[src/rtl/spi_pkg.sv]
// rtl/spi_pkg.sv - register offsets, ctrl bit positions and state types for the SPI FIFO controller
package spi_pkg;
    localparam logic [2:0] OFS_DATA   = 3'd0;
    localparam logic [2:0] OFS_STATUS = 3'd1;
    localparam logic [2:0] OFS_TX     = 3'd2;
    localparam logic [2:0] OFS_CTRL   = 3'd3;
    localparam logic [2:0] OFS_CMD    = 3'd4;

    localparam int CTRL_CPOL    = 16;
    localparam int CTRL_CPHA    = 17;
    localparam int CTRL_AUTO_SS = 18;
    localparam int CTRL_LSB     = 19;
    localparam logic [19:0] CTRL_RESET = 20'h00200;

    localparam int CMD_FLUSH_TX = 0;
    localparam int CMD_FLUSH_RX = 1;
    localparam int CMD_CLR_ERR  = 2;

    typedef enum logic [1:0] {IDLE, LOAD, XFER, STORE} eng_state_t;
    typedef enum logic [1:0] {M_IDLE, M_CPHA, M_P0, M_P1} mst_state_t;
endpackage

[src/rtl/spi_master_w.sv]
// rtl/spi_master_w.sv - DW-bit SPI serialiser with selectable mode and bit order
module spi_master_w
    import spi_pkg::*;
#(
    parameter int DW = 8
) (
    input  logic          clk,
    input  logic          reset,
    input  logic [DW-1:0] din,
    input  logic [15:0]   dvsr,
    input  logic          cpol,
    input  logic          cpha,
    input  logic          lsb_first,
    input  logic          start,
    input  logic          miso,
    output logic [DW-1:0] dout,
    output logic          done_tick,
    output logic          ready,
    output logic          sclk,
    output logic          mosi
);
    localparam int NW = $clog2(DW);

    mst_state_t    state, state_next;
    logic [15:0]   c_reg, c_next, dvsr_reg;
    logic [NW-1:0] n_reg, n_next;
    logic [DW-1:0] so_reg, so_next, si_reg, si_next;
    logic          cpol_reg, cpha_reg, lsb_reg;
    logic          p_clk;

    // Timing and mode are captured at start so ctrl writes only affect the next word.
    always_ff @(posedge clk or posedge reset) begin
        if (reset) begin
            state    <= M_IDLE;
            c_reg    <= '0;
            n_reg    <= '0;
            so_reg   <= '0;
            si_reg   <= '0;
            dvsr_reg <= '0;
            cpol_reg <= 1'b0;
            cpha_reg <= 1'b0;
            lsb_reg  <= 1'b0;
        end else begin
            state  <= state_next;
            c_reg  <= c_next;
            n_reg  <= n_next;
            so_reg <= so_next;
            si_reg <= si_next;
            if (state == M_IDLE && start) begin
                dvsr_reg <= dvsr;
                cpol_reg <= cpol;
                cpha_reg <= cpha;
                lsb_reg  <= lsb_first;
            end
        end
    end

    always_comb begin
        state_next = state;
        c_next     = c_reg;
        n_next     = n_reg;
        so_next    = so_reg;
        si_next    = si_reg;
        done_tick  = 1'b0;
        case (state)
            M_IDLE: begin
                if (start) begin
                    so_next    = din;
                    c_next     = '0;
                    n_next     = '0;
                    state_next = cpha ? M_CPHA : M_P0;
                end
            end
            M_CPHA: begin
                if (c_reg == dvsr_reg) begin
                    c_next     = '0;
                    state_next = M_P0;
                end else begin
                    c_next = c_reg + 16'd1;
                end
            end
            M_P0: begin
                if (c_reg == dvsr_reg) begin
                    si_next    = lsb_reg ? {miso, si_reg[DW-1:1]} : {si_reg[DW-2:0], miso};
                    c_next     = '0;
                    state_next = M_P1;
                end else begin
                    c_next = c_reg + 16'd1;
                end
            end
            M_P1: begin
                if (c_reg == dvsr_reg) begin
                    c_next = '0;
                    if (n_reg == NW'(DW - 1)) begin
                        done_tick  = 1'b1;
                        state_next = M_IDLE;
                    end else begin
                        so_next    = lsb_reg ? (so_reg >> 1) : (so_reg << 1);
                        n_next     = n_reg + NW'(1);
                        state_next = M_P0;
                    end
                end else begin
                    c_next = c_reg + 16'd1;
                end
            end
            default: state_next = M_IDLE;
        endcase
    end

    // Sampling always happens at the P0->P1 boundary; cpha only moves where sclk toggles.
    assign p_clk = (state == M_P1 && !cpha_reg) || (state == M_P0 && cpha_reg);
    assign sclk  = (state == M_IDLE) ? cpol : (cpol_reg ^ p_clk);
    assign mosi  = lsb_reg ? so_reg[0] : so_reg[DW-1];
    assign dout  = si_reg;
    assign ready = (state == M_IDLE);
endmodule

[src/rtl/spi_fifo_core.sv]
// rtl/spi_fifo_core.sv - MMIO SPI controller with TX/RX FIFOs, auto slave select and sticky errors
module spi_fifo_core
    import spi_pkg::*;
#(
    parameter int S  = 2,
    parameter int DW = 8,
    parameter int AW = 4
) (
    input  logic          clk,
    input  logic          reset,
    input  logic          cs,
    input  logic          read,
    input  logic          write,
    input  logic [4:0]    addr,
    input  logic [31:0]   wr_data,
    output logic [31:0]   rd_data,
    input  logic          spi_miso,
    output logic          spi_mosi,
    output logic          spi_sclk,
    output logic [S-1:0]  spi_ss_n
);
    localparam int DEPTH = 2 ** AW;
    localparam logic [AW:0] CNT_FULL = {1'b1, {AW{1'b0}}};

    eng_state_t    state, state_next;
    logic [19:0]   ctrl;
    logic [S-1:0]  ss_n_reg;
    logic          tx_ovf, rx_ovf;

    logic [DW-1:0] tx_mem [DEPTH];
    logic [DW-1:0] rx_mem [DEPTH];
    logic [AW-1:0] tx_wptr, tx_rptr, rx_wptr, rx_rptr;
    logic [AW:0]   tx_count, rx_count;
    logic          tx_empty, tx_full, rx_empty, rx_full;

    logic [2:0]    ofs;
    logic          wr_en, rd_en;
    logic          tx_push_req, tx_push, tx_pop, tx_flush;
    logic          rx_push, rx_pop, rx_flush, clr_err;
    logic          busy, mst_done, mst_ready;
    logic [DW-1:0] mst_dout;
    logic [31:0]   status;
    logic          unused_bits;

    assign ofs   = addr[2:0];
    assign wr_en = cs && write;
    assign rd_en = cs && read;
    assign unused_bits = ^{addr[4:3], wr_data[31:20]};

    assign tx_empty = (tx_count == '0);
    assign tx_full  = (tx_count == CNT_FULL);
    assign rx_empty = (rx_count == '0);
    assign rx_full  = (rx_count == CNT_FULL);

    assign tx_push_req = wr_en && ofs == OFS_TX;
    assign tx_pop      = (state == LOAD) && !tx_empty;
    assign tx_push     = tx_push_req && (!tx_full || tx_pop);
    assign tx_flush    = wr_en && ofs == OFS_CMD && wr_data[CMD_FLUSH_TX];
    assign rx_pop      = rd_en && ofs == OFS_DATA && !rx_empty;
    assign rx_push     = (state == STORE) && (!rx_full || rx_pop);
    assign rx_flush    = wr_en && ofs == OFS_CMD && wr_data[CMD_FLUSH_RX];
    assign clr_err     = wr_en && ofs == OFS_CMD && wr_data[CMD_CLR_ERR];

    always_ff @(posedge clk or posedge reset) begin
        if (reset) begin
            tx_wptr  <= '0;
            tx_rptr  <= '0;
            tx_count <= '0;
        end else if (tx_flush) begin
            tx_wptr  <= '0;
            tx_rptr  <= '0;
            tx_count <= '0;
        end else begin
            if (tx_push) tx_wptr <= tx_wptr + AW'(1);
            if (tx_pop)  tx_rptr <= tx_rptr + AW'(1);
            tx_count <= tx_count + (AW+1)'(tx_push) - (AW+1)'(tx_pop);
        end
    end

    always_ff @(posedge clk) begin
        if (tx_push && !tx_flush) tx_mem[tx_wptr] <= wr_data[DW-1:0];
    end

    always_ff @(posedge clk or posedge reset) begin
        if (reset) begin
            rx_wptr  <= '0;
            rx_rptr  <= '0;
            rx_count <= '0;
        end else if (rx_flush) begin
            rx_wptr  <= '0;
            rx_rptr  <= '0;
            rx_count <= '0;
        end else begin
            if (rx_push) rx_wptr <= rx_wptr + AW'(1);
            if (rx_pop)  rx_rptr <= rx_rptr + AW'(1);
            rx_count <= rx_count + (AW+1)'(rx_push) - (AW+1)'(rx_pop);
        end
    end

    always_ff @(posedge clk) begin
        if (rx_push && !rx_flush) rx_mem[rx_wptr] <= mst_dout;
    end

    // A flag clear in the same cycle as a new error wins; software re-reads status afterwards.
    always_ff @(posedge clk or posedge reset) begin
        if (reset) begin
            ctrl     <= CTRL_RESET;
            ss_n_reg <= '1;
            tx_ovf   <= 1'b0;
            rx_ovf   <= 1'b0;
        end else begin
            if (wr_en && ofs == OFS_CTRL)   ctrl     <= wr_data[19:0];
            if (wr_en && ofs == OFS_STATUS) ss_n_reg <= wr_data[S-1:0];
            if (clr_err) begin
                tx_ovf <= 1'b0;
                rx_ovf <= 1'b0;
            end else begin
                if (tx_push_req && !tx_push)   tx_ovf <= 1'b1;
                if (state == STORE && !rx_push) rx_ovf <= 1'b1;
            end
        end
    end

    always_ff @(posedge clk or posedge reset) begin
        if (reset) state <= IDLE;
        else       state <= state_next;
    end

    always_comb begin
        state_next = state;
        case (state)
            IDLE:    if (!tx_empty && mst_ready) state_next = LOAD;
            LOAD:    state_next = XFER;
            XFER:    if (mst_done) state_next = STORE;
            STORE:   state_next = tx_empty ? IDLE : LOAD;
            default: state_next = IDLE;
        endcase
    end

    spi_master_w #(.DW(DW)) u_master (
        .clk       (clk),
        .reset     (reset),
        .din       (tx_mem[tx_rptr]),
        .dvsr      (ctrl[15:0]),
        .cpol      (ctrl[CTRL_CPOL]),
        .cpha      (ctrl[CTRL_CPHA]),
        .lsb_first (ctrl[CTRL_LSB]),
        .start     (state == LOAD),
        .miso      (spi_miso),
        .dout      (mst_dout),
        .done_tick (mst_done),
        .ready     (mst_ready),
        .sclk      (spi_sclk),
        .mosi      (spi_mosi)
    );

    assign busy     = (state != IDLE);
    assign spi_ss_n = (ctrl[CTRL_AUTO_SS] && state == IDLE) ? '1 : ss_n_reg;
    assign status   = {8'd0, 8'(rx_count), 8'(tx_count), 1'b0, tx_ovf, rx_ovf, busy,
                       tx_full, tx_empty, rx_full, rx_empty};

    always_comb begin
        rd_data = '0;
        case (ofs)
            OFS_DATA:   if (!rx_empty) rd_data[DW-1:0] = rx_mem[rx_rptr];
            OFS_STATUS: rd_data = status;
            default:    rd_data = '0;
        endcase
    end
endmodule
[config.mk]
export PLATFORM = sky130hd
export DESIGN_NAME = spi_fifo_core
export DESIGN_NICKNAME = d
export VERILOG_FILES = /design/src/rtl/spi_pkg.sv /design/src/rtl/spi_master_w.sv /design/src/rtl/spi_fifo_core.sv
export SDC_FILE = /design/constraint.sdc
export NUM_CORES = 1
export LEC_CHECK = 0
export ABC_AREA = 1
export BUFFER_PORTS_ARGS = -buffer_cell sky130_fd_sc_hd__buf_2
export CORE_ASPECT_RATIO = 1.5
export CORE_MARGIN = 3
export CORE_UTILIZATION = 25
export DETAILED_ROUTE_END_ITERATION = 7
export GPL_TIMING_DRIVEN = 0
export PLACE_DENSITY = 0.41
export REMOVE_ABC_BUFFERS = 1
export SKIP_LAST_GASP = 1
export SYNTH_ARGS = -nofsm -noshare
export SYNTH_HDL_FRONTEND = slang
export SYNTH_SLANG_ARGS = --single-unit
[constraint.sdc]
create_clock -name clk -period 3.4 [get_ports clk]
set_input_delay 0.34 -clock clk [delete_from_list [all_inputs] [get_ports clk]]
set_output_delay 0.34 -clock clk [all_outputs]
set_load 0.02 [all_outputs]
# After elaboration in Yosys (flattened, before gate mapping)
# Memories as Yosys holds them, arrays and structs flattened.
# Cells that the tools add are included.
# totals
n_memories	2
ram_bits	256
in_bits	43
latchBits	0
elab_cells	158
rom_bits	0
register_bits	108
# mem_list
memory	depth	width	read_ports	rd_ports_with_merged_regs	wr	line	source
rx_mem	16	8	1	0	1	spi_fifo_core.sv:31	logic [DW-1:0] rx_mem [DEPTH];
tx_mem	16	8	1	0	1	spi_fifo_core.sv:30	logic [DW-1:0] tx_mem [DEPTH];
# classes
shifts	0
bitwise_logic	1
reduce_logical	53
order_cmp	0
n_mux	51
multipliers	0
eq_ne	21
addsub	10
div	0
# ops
operator	n
8-bit two-way mux	6
16-bit two-way mux	2
4-bit two-way mux	8
16-bit case mux with 2 select lines	1
8-bit case mux with 2 select lines	2
1-bit logical AND	23
2-bit two-way mux	9
16-bit by 1-bit adder with 16-bit output, second input constant	1
4-bit by 1-bit adder with 4-bit output, second input constant	4
16-bit equality test	1
2-bit case mux with 4 select lines	2
2-bit nonzero test	8
1-bit two-way mux	14
13-bit two-way mux	1
5-bit by 1-bit adder with 5-bit output	2
5-bit equality test, second input constant	2
5-bit zero test	2
5-bit two-way mux	2
5-bit by 1-bit subtractor with 5-bit output	2
1-bit zero test	9
3-bit two-way mux	3
2-bit equality test, second input constant	4
2-bit by 1-bit != test with 1-bit output, second input constant	4
4-bit AND reduction	2
13 further kinds	22

# Depth between registers and ports, before layout
# Gate-level depths: netlist of run 1.
# logic_depth
ltp_word	9
mapped_depth	19

# By module
# From an unflattened synthesis of run 1, not the netlist that was laid out.
# hier_totals
cells_unflattened	1662
hier_area_um2	16757.3
# by_module_without_submodules
module	cells_each	seq_area_each_um2	area_per_inst_um2	instances
spi_fifo_core	1232	8992.4	13649.3	1
spi_master_w	430	1401.3	3108.0	1

# Least setup slack after synthesis of run 1
# Ideal clock, no wire load.
# synth_path
path_type	register to register
startpoint	register rx_count[2]
endpoint	register rx_count[4]
slack_ps	862
path_stages_with_launch	20
t_arrival_ps	2461
required_time_ps	3322
cell_sequence	dfrtp_1 -> inv_1 -> ha_1 -> nand4_1 -> nand2_1 -> nor2_4 -> inv_2 -> nand2_2 -> nand2_4 -> ha_1 -> inv_1 -> ha_1 -> inv_1 -> fa_1 -> inv_1 -> nand2_1 -> a21oi_1 -> or2_2 -> o21ai_0 -> a21oi_1
# synth_between
elab_chain_cells	8
# synth_lines
item	line	source
from (decl)	spi_fifo_core.sv:33	logic [AW:0] tx_count, rx_count;
from (signal assigned)	spi_fifo_core.sv:96	rx_count <= rx_count + (AW+1)'(rx_push) - (AW+1)'(rx_pop);
5-bit zero test	spi_fifo_core.sv:52	assign rx_empty = (rx_count == '0);
1-bit zero test	-	
1-bit logical AND	spi_fifo_core.sv:59	assign rx_pop = rd_en && ofs == OFS_DATA && !rx_empty;
1-bit logical OR	spi_fifo_core.sv:60	assign rx_push = (state == STORE) && (!rx_full || rx_pop);
1-bit logical AND	spi_fifo_core.sv:60	
5-bit by 1-bit adder with 5-bit output	spi_fifo_core.sv:96	
5-bit by 1-bit subtractor with 5-bit output *	spi_fifo_core.sv:96	
5-bit two-way mux *	spi_fifo_core.sv:89	end else if (rx_flush) begin
# Mark *: on every way between the ends. The rest lies on a longest branch, timed or not.
# A chain may end at the register's enable or synchronous reset.

# Final worst setup path of run 1
# layout_path
startpoint	register rx_rptr[0]
endpoint	output port rd_data[6]
# layout_between
elab_chain_cells	3
# layout_lines
item	line	source
from (decl)	spi_fifo_core.sv:32	logic [AW-1:0] tx_wptr, tx_rptr, rx_wptr, rx_rptr;
from (signal assigned)	spi_fifo_core.sv:95	if (rx_pop) rx_rptr <= rx_rptr + AW'(1);
memory read 16 x 8 bit	-	
8-bit two-way mux	spi_fifo_core.sv:165	OFS_DATA: if (!rx_empty) rd_data[DW-1:0] = rx_mem[rx_rptr];
8-bit case mux with 2 select lines	spi_fifo_core.sv:164	case (ofs)
to (decl)	spi_fifo_core.sv:16	output logic [31:0] rd_data,
# No other way between the ends.

==> metrics.yaml, run 1 <==
routing:
  dr.pass1.iters: 5
  route.detailed.drc: 0
  drt_first_iter_violations: 709
  routed_via_density: 4.323
  post_drt_wl_per_cell_microns: 16.73
  wl_mm: 43.58
  vias: 11258
  drtAntennaViolNets: 0
critical_path:
  worstPathRequired_ps: 3060
  rrSetupSlack_ps: 330
  rr_endpoint: "rx_count[4]"
  crit_start: "rx_rptr[0]"
  cp_max_fo: 60
  end_kind: "primary output"
  r2r-start: "rx_count[2]"
  crit_type: "flop to primary output"
  worst_ep_arrival_time_ps: 2780
  rr_worst_depth: 17
  start_kind: "flop"
layout:
  nNetsFinal: 1779
  antennaDiodeCount: 0
  area_growth_pct: 15.12
  drive_gt1_frac: 0.09400
  stdcell_count: 2604
  top_regs: "rx_mem: 128 flops, tx_mem: 128 flops, ctrl: 20 flops"
timing:
  setup_viol: 0
  fin_crit_ps: 3125
  rsz0062_at_grt: "false"
  clock.fmax_ghz: 0.3201
  finalMaxSlewViolations: 0
  tightest_slew_ps: 1291
  hold_viol_final: 0
  skew_ps: 17.67
  relSlewSlack: 0.1327
  fin_crit_sh: 0.9190
  layout_setup_ws_ps: 275.5
cts:
  numCtsBuffers: 40
  clock_latency_ps: 550
  clk_pin_slew_ps: 70
  htree_levels: 2
  clock_path_buffers: 3
  clock-root-buffer: "clkbuf_16"
  clkSinkCount: 364
  cts_tree: "yes"
logic_synthesis:
  synth-compound-area-share: 0.05530
  synth_edf_count: 256
  synth_top_area_share: 0.4661
  synth_warnings: 0
  synthTopCellsByCount: "nand2_1 (459), edfxtp_1 (256), nand3_1 (189), inv_1 (147), nor2_1 (132)"
  synthFlopType: "edfxtp_1"
  synthCells: 1667
  synth_top_family_by_area: "simple AND/OR/NAND/NOR gates"
  ys_async_sr_fraction: 0.2967
  ys_seq_elements: 364
  ys_seq_area_frac: 0.6301
  synth_area_sq_mm: 0.01649
  synth.most_common_cell: "nand2_1"
  syn_avg_cell_area_sq_um: 9.895
  synthSimpleGateAreaFrac: 0.2093
  yosys.area_share.adder: 0.02443
  synth_xor_area_frac: 0.007965
  synthMuxAreaShare: 0.01161
  yosysTopAreaCell: "edfxtp_1"
  synth_area_leaders: "edfxtp_1 (47%), dfrtp_1 (16%), nand2_1 (10%)"
  yosysUniqueCellTypes: 42
placement:
  globalplace.congestion: 0.7785
  pre_cts_ws_ps: 86.87
  placedCellCount: 2522
  io_buffers: 50
  hpwl_mm: 28.47
die:
  die_height_microns: 320.6
  core-area_sq_mm: 0.06490
  dieArea_sq_mm: 0.06916
  initial_core_util: 0.2542
  rows: 114
  ios: 79
  die_x_microns: 215.7
grt:
  gr-total-overflow: 0
  grt_pass1_vias: 11321
  track_usage: 0.1260
  antenna_found_initial: 0
  grt_pass1_wl_mm: 67.73
  grt_max_degree: 78
min_path:
  hold_class: "primary input to flop"
  worstHoldPathCells: 3
  hp-start: "wr_data[17]"
  hold-path-endpoint: "ctrl[17]"
power:
  p_switching_uw: 5725
  pwr-share-seq: 0.417
  p_leak_uw: 0.007796
  p_comb_frac: 0.307
  vdd_ir_drop_max_v: 0.0003085
  swShare: 0.3788
  power.internal_uw: 9390
  clkPwrFrac: 0.276
  p_per_area_mw_per_mm2: 796.0
status:
  outcome: "finished clean"
run:
  max_cap_viol_count: 0
how the worst max path moves through the flow:
| stage | end | slack (ps) | depth (start not counted) |
|---|---|---|---|
| after floorplan | ctrl[0] | 220 | 1 |
| after global placement | u_master.so_reg[4] | -2340 | 11 |
| after detailed placement | rd_data[6] | 90 | 9 |
| after CTS | rd_data[7] | 6 | 9 |
| after global routing | rd_data[0] | 0.4 | 9 |
| final | rd_data[6] | 280 | 9 |
worst max-delay path, stage by stage, from the launching register on:
cell and delay [ps]:
dfrtp_4 660, buf_12 260, inv_8 290, o21ai_0 140, o22ai_1 160, nand2_1 80, nand3_1 170, nand3_1 90
o21ai_0 130, buf_2 220
cell usage in the layout (no fill, tap or decap), drive strengths merged, types with 2 or more instances in the layout:
cell type | Yosys | final
ha | 29 | 29
dfstp | 3 | 3
a31oi | 3 | 3
o22ai | 18 | 18
clkbuf | 43 | 60
a21oi | 43 | 43
nand2 | 464 | 464
mux2 | 17 | 17
nand3 | 190 | 190
xor2 | 11 | 11
buf | 41 | 56
dlygate4sd3 | 0 | 10
conb | 1 | 14
o21bai | 2 | 2
dfrtp | 105 | 105
nor2 | 136 | 136
or2 | 6 | 6
o211ai | 5 | 5
xnor2 | 4 | 4
fa | 2 | 2
edfxtp | 256 | 256
inv | 155 | 155
nor3 | 19 | 19
clkinv | 5 | 15
o21ai | 98 | 98
nand4 | 8 | 8
through the flow:
step                      TNS [ps]  cell area, sq um  total power (uW)    util  hold slack, ps
after floorplan                  0             16140              9246       -           438.9
after global placement     -199900             17480             11030  0.2693           474.0
after detailed placement         0             17630             11150  0.2717           378.8
after CTS                        0             18960             15440  0.2922           31.48
after global routing             0             18990             16260  0.2926           55.75
final                            0             18990             15110  0.2926           74.67
layer usage:
layer,vias up,part of all wire,global-route usage
li1,5618,-,-
met4,0,0.033,0.04615
met5,-,0,0
met2,213,0.51,0.2271
met1,5355,0.42,0.1513
met3,72,0.037,0.02009
layout make-up:
| type | count | area [sq um] |
|---|---|---|
| Clock buffer | 59 | 1125 |
| Clock inverter | 12 | 95.09 |
| Fill cell | 6835 | 45910 |
| Inverter | 160 | 618.1 |
| Multi-Input combinational cell | 1072 | 5160 |
| Sequential cell | 364 | 10400 |
| Tap cell | 870 | 1089 |
| Timing Repair Buffer | 67 | 500.5 |
power by group through the flow:
stage / sequential [uW] / clock [uW] / combinational, uW
3_3_place_gp: 6550 / 0 / 4480
5_1_grt: 6430 / 4480 / 5360
6_report: 6300 / 4170 / 4640
3_5_place_dp: 6420 / 0 / 4730
2_1_floorplan: 6130 / 0 / 3120
4_1_cts: 6330 / 4340 / 4770
cells by family (layout without fill, tap and decap cells):
logic type | after synthesis | after routing
simple gates | 823 | 823
flops | 364 | 364
buf+inv | 244 | 298
compound gates | 172 | 172
fa+ha+maj | 31 | 31
mux | 17 | 17
xor+xnor | 15 | 15
other cells | 1 | 14
repair_timing:
item | 4_1_cts | 5_1_grt
hold endpoints to repair | 39 | 0
setup buffers | 0 | 0
hold buffers | 10 | 0
setup endpoints to repair | 8 | 6
resized for setup | 5 | 2
(Power assumes the default switching activity.)
==> run 2: changes to the inputs <==
--- a/config.mk
+++ b/config.mk
@@ -7,12 +7,14 @@
 export LEC_CHECK = 0
 export ABC_AREA = 1
 export BUFFER_PORTS_ARGS = -buffer_cell sky130_fd_sc_hd__buf_2
+export CELL_PAD_IN_SITES_DETAIL_PLACEMENT = 2
+export CELL_PAD_IN_SITES_GLOBAL_PLACEMENT = 2
 export CORE_ASPECT_RATIO = 1.5
 export CORE_MARGIN = 3
 export CORE_UTILIZATION = 25
 export DETAILED_ROUTE_END_ITERATION = 7
 export GPL_TIMING_DRIVEN = 0
-export PLACE_DENSITY = 0.41
+export PLACE_DENSITY = 0.56
 export REMOVE_ABC_BUFFERS = 1
 export SKIP_LAST_GASP = 1
 export SYNTH_ARGS = -nofsm -noshare
==> metrics.yaml, run 2 (synthesis gave the netlist of run 1 again) <==
status:
  outcome: "finished clean"
grt:
  antenna_found_initial: 0  # unchanged
  grt_pass1_vias: 13122  # +16%
  grt_max_degree: 68  # -13%
  grt_pass1_wl_mm: 78.43  # +16%
  track_usage: 0.1466  # +0.02058
  gr-total-overflow: 0  # unchanged
layout:
  utilization: 0.2943  # +0.001677
  nNetsFinal: 1783  # +0.22%
  fillerInstances: 7187  # +5.1%
  final_common_cell: "nand2_1"
  multi_input_area_sq_mm: 0.005185  # +0.48%
  mostFrequentLayoutCells: "nand2_1 (457), edfxtp_1 (256), nand3_1 (189)"
  area_growth_pct: 15.78
  drive_gt1_frac: 0.1051  # +0.01111
  regArea_sq_mm: 0.01040  # about the same
  final_area_sq_mm: 0.01910  # +0.57%
  top_regs: "rx_mem: 128 flops, tx_mem: 128 flops, ctrl: 20 flops"
routing:
  drtAntennaViolNets: 0  # unchanged
  dr.pass1.iters: 6  # +1
  post_drt_wl_per_cell_microns: 19.29  # +15%
  drt_first_iter_violations: 478  # -33%
  routed_via_density: 4.514  # +4.4%
  vias: 11791  # +4.7%
  wl_mm: 50.38  # +16%
  route.detailed.drc: 0  # unchanged
timing:
  relSlewSlack: 0.2601  # +0.1274
  skew_ps: 25.41  # +7.740 ps
  tightest_slew_ps: 1106  # -185.2 ps
  tns_ps: 0  # unchanged
  hold_viol_final: 0  # unchanged
  setup_viol: 0  # unchanged
  fin_crit_sh: 0.9526  # +0.03364
  layout_setup_ws_ps: 161.1  # -114.4 ps
  rsz0062_at_grt: "false"
  clock.fmax_ghz: 0.3087  # -3.5%
  fin_crit_ps: 3239  # +114.4 ps
  finalMaxSlewViolations: 0  # unchanged
  holdWs_ps: 31.73  # -42.95 ps
cts:
  clk_pin_slew_ps: 50  # -20 ps
  clock_path_buffers: 3  # unchanged
  clock_latency_ps: 580  # +30 ps
  numCtsBuffers: 41  # +2.5%
  htree_levels: 2  # unchanged
  clkSinkCount: 364  # unchanged
  cts_tree: "yes"
  clock-root-buffer: "clkbuf_16"
critical_path:
  cp_max_fo: 60  # unchanged
  crit_type: "flop to primary output"
  end_kind: "primary output"
  start_kind: "flop"
  worst_ep_arrival_time_ps: 2900  # +120 ps
  worstPathRequired_ps: 3060  # about the same
  rr_worst_depth: 20  # +3
power:
  vdd_ir_drop_max_v: 0.0004009  # +30%
  swShare: 0.3882  # +0.009414
  p_per_area_mw_per_mm2: 807.1  # +1.4%
  p_switching_uw: 5983  # +4.5%
  p_comb_frac: 0.307  # about the same
  power.internal_uw: 9431  # +0.43%
  clkPwrFrac: 0.278  # +0.002
  p_leak_uw: 0.007853  # +0.73%
  pwr-share-seq: 0.415  # -0.002
die:
  ios: 79  # unchanged
  rows: 114  # unchanged
  die_height_microns: 320.6  # unchanged
  initial_core_util: 0.2542  # unchanged
  core-area_sq_mm: 0.06490  # unchanged
  dieArea_sq_mm: 0.06916  # unchanged
  die_x_microns: 215.7  # unchanged
min_path:
  hold_class: "primary input to flop"
  worstHoldPathCells: 2  # -1
run:
  max_cap_viol_count: 0  # unchanged
placement:
  hpwl_mm: 34.18  # +20%
  dpl-instance-area_sq_mm: 0.01769  # +0.33%
  globalplace.congestion: 0.7621  # -2.1%
  pre_cts_ws_ps: -41.16  # -128.0 ps
  io_buffers: 50  # unchanged
==> run 2: cell types whose count changed in the layout (fill, tap and decap cells not counted), moves of 4 or more <==
| cell | before | now |
|---|---|---|
| nor3_1 | 15 | 11 |
| clkinv_2 | 4 | 13 |
| clkbuf_1 | 16 | 9 |
| buf_6 | 0 | 4 |
| nor3_2 | 4 | 8 |
==> run 2: routing by layer <==
| metal | up-vias | share of wire | GRT usage |
|---|---|---|---|
| met5 | - | 0 | 0 |
| met4 | 0 | 0.015 | 0.03072 |
| met3 | 45 | 0.028 | 0.02331 |
| met2 | 111 | 0.56 | 0.2895 |
| met1 | 6025 | 0.40 | 0.1640 |
| li1 | 5610 | - | - |
==> run 2: repair_timing <==
item / in CTS / in global routing
pin swaps: 0 / 2
hold buffers: 9 / 0
setup buffers: 0 / 2
setup endpoints to repair: 8 / 17
hold endpoints to repair: 51 / 0
resized for setup: 6 / 7
==> run 2: critical path: stages, from the launching register on <==
cell      delay [ps]
dfrtp_4          570
buf_12           250
clkinv_8         270
nor2_1           180
nor2_1            50
o21ai_0          100
o211ai_1         120
nand3_1          220
nand2_1          100
nand2_1           60
o21ai_0          100
buf_2            200
==> run 2: path summary, 6_finish.rpt <==
kind	start	end	slack (ps)
worst max-delay path	rx_rptr[0]	rd_data[0]	160
worst min-delay path	wr_data[9]	ctrl[9]	30
worst max register to register	rx_count[2]	rx_count[4]	300
worst min register to register	ss_n_reg[1]	ss_n_reg[1]	490
max in group asynchronous	reset	rx_rptr[0]	2260
min in group asynchronous	reset	ctrl[16]	360
==> run 2: per-stage QoR <==
stage	cells	total power, uW
4_1_cts	2609	15760
2_1_floorplan	1596	9246
3_5_place_dp	2525	11360
6_report	2612	15410
3_3_place_gp	2516	11130
5_1_grt	2611	16650
==> run 2: final cells by class <==
class | instances | area share
inverters | 160 | 0.03282
well taps | 870 | 0.05700
multi-input cells | 1072 | 0.2715
clock inverters | 24 | 0.009304
diodes | 1 | 0.0001310
flip-flops and latches | 364 | 0.5448
clock buffers | 51 | 0.05680
repair buffers | 70 | 0.02765
==> run 2: power groups by stage <==
stage               sequential (uW)  combinational (uW)  clock, uW
global route                   6540                5490       4620
floorplan                      6130                3120          0
finish                         6400                4730       4280
global placement               6600                4530          0
detailed placement             6520                4830          0
CTS                            6440                4860       4460
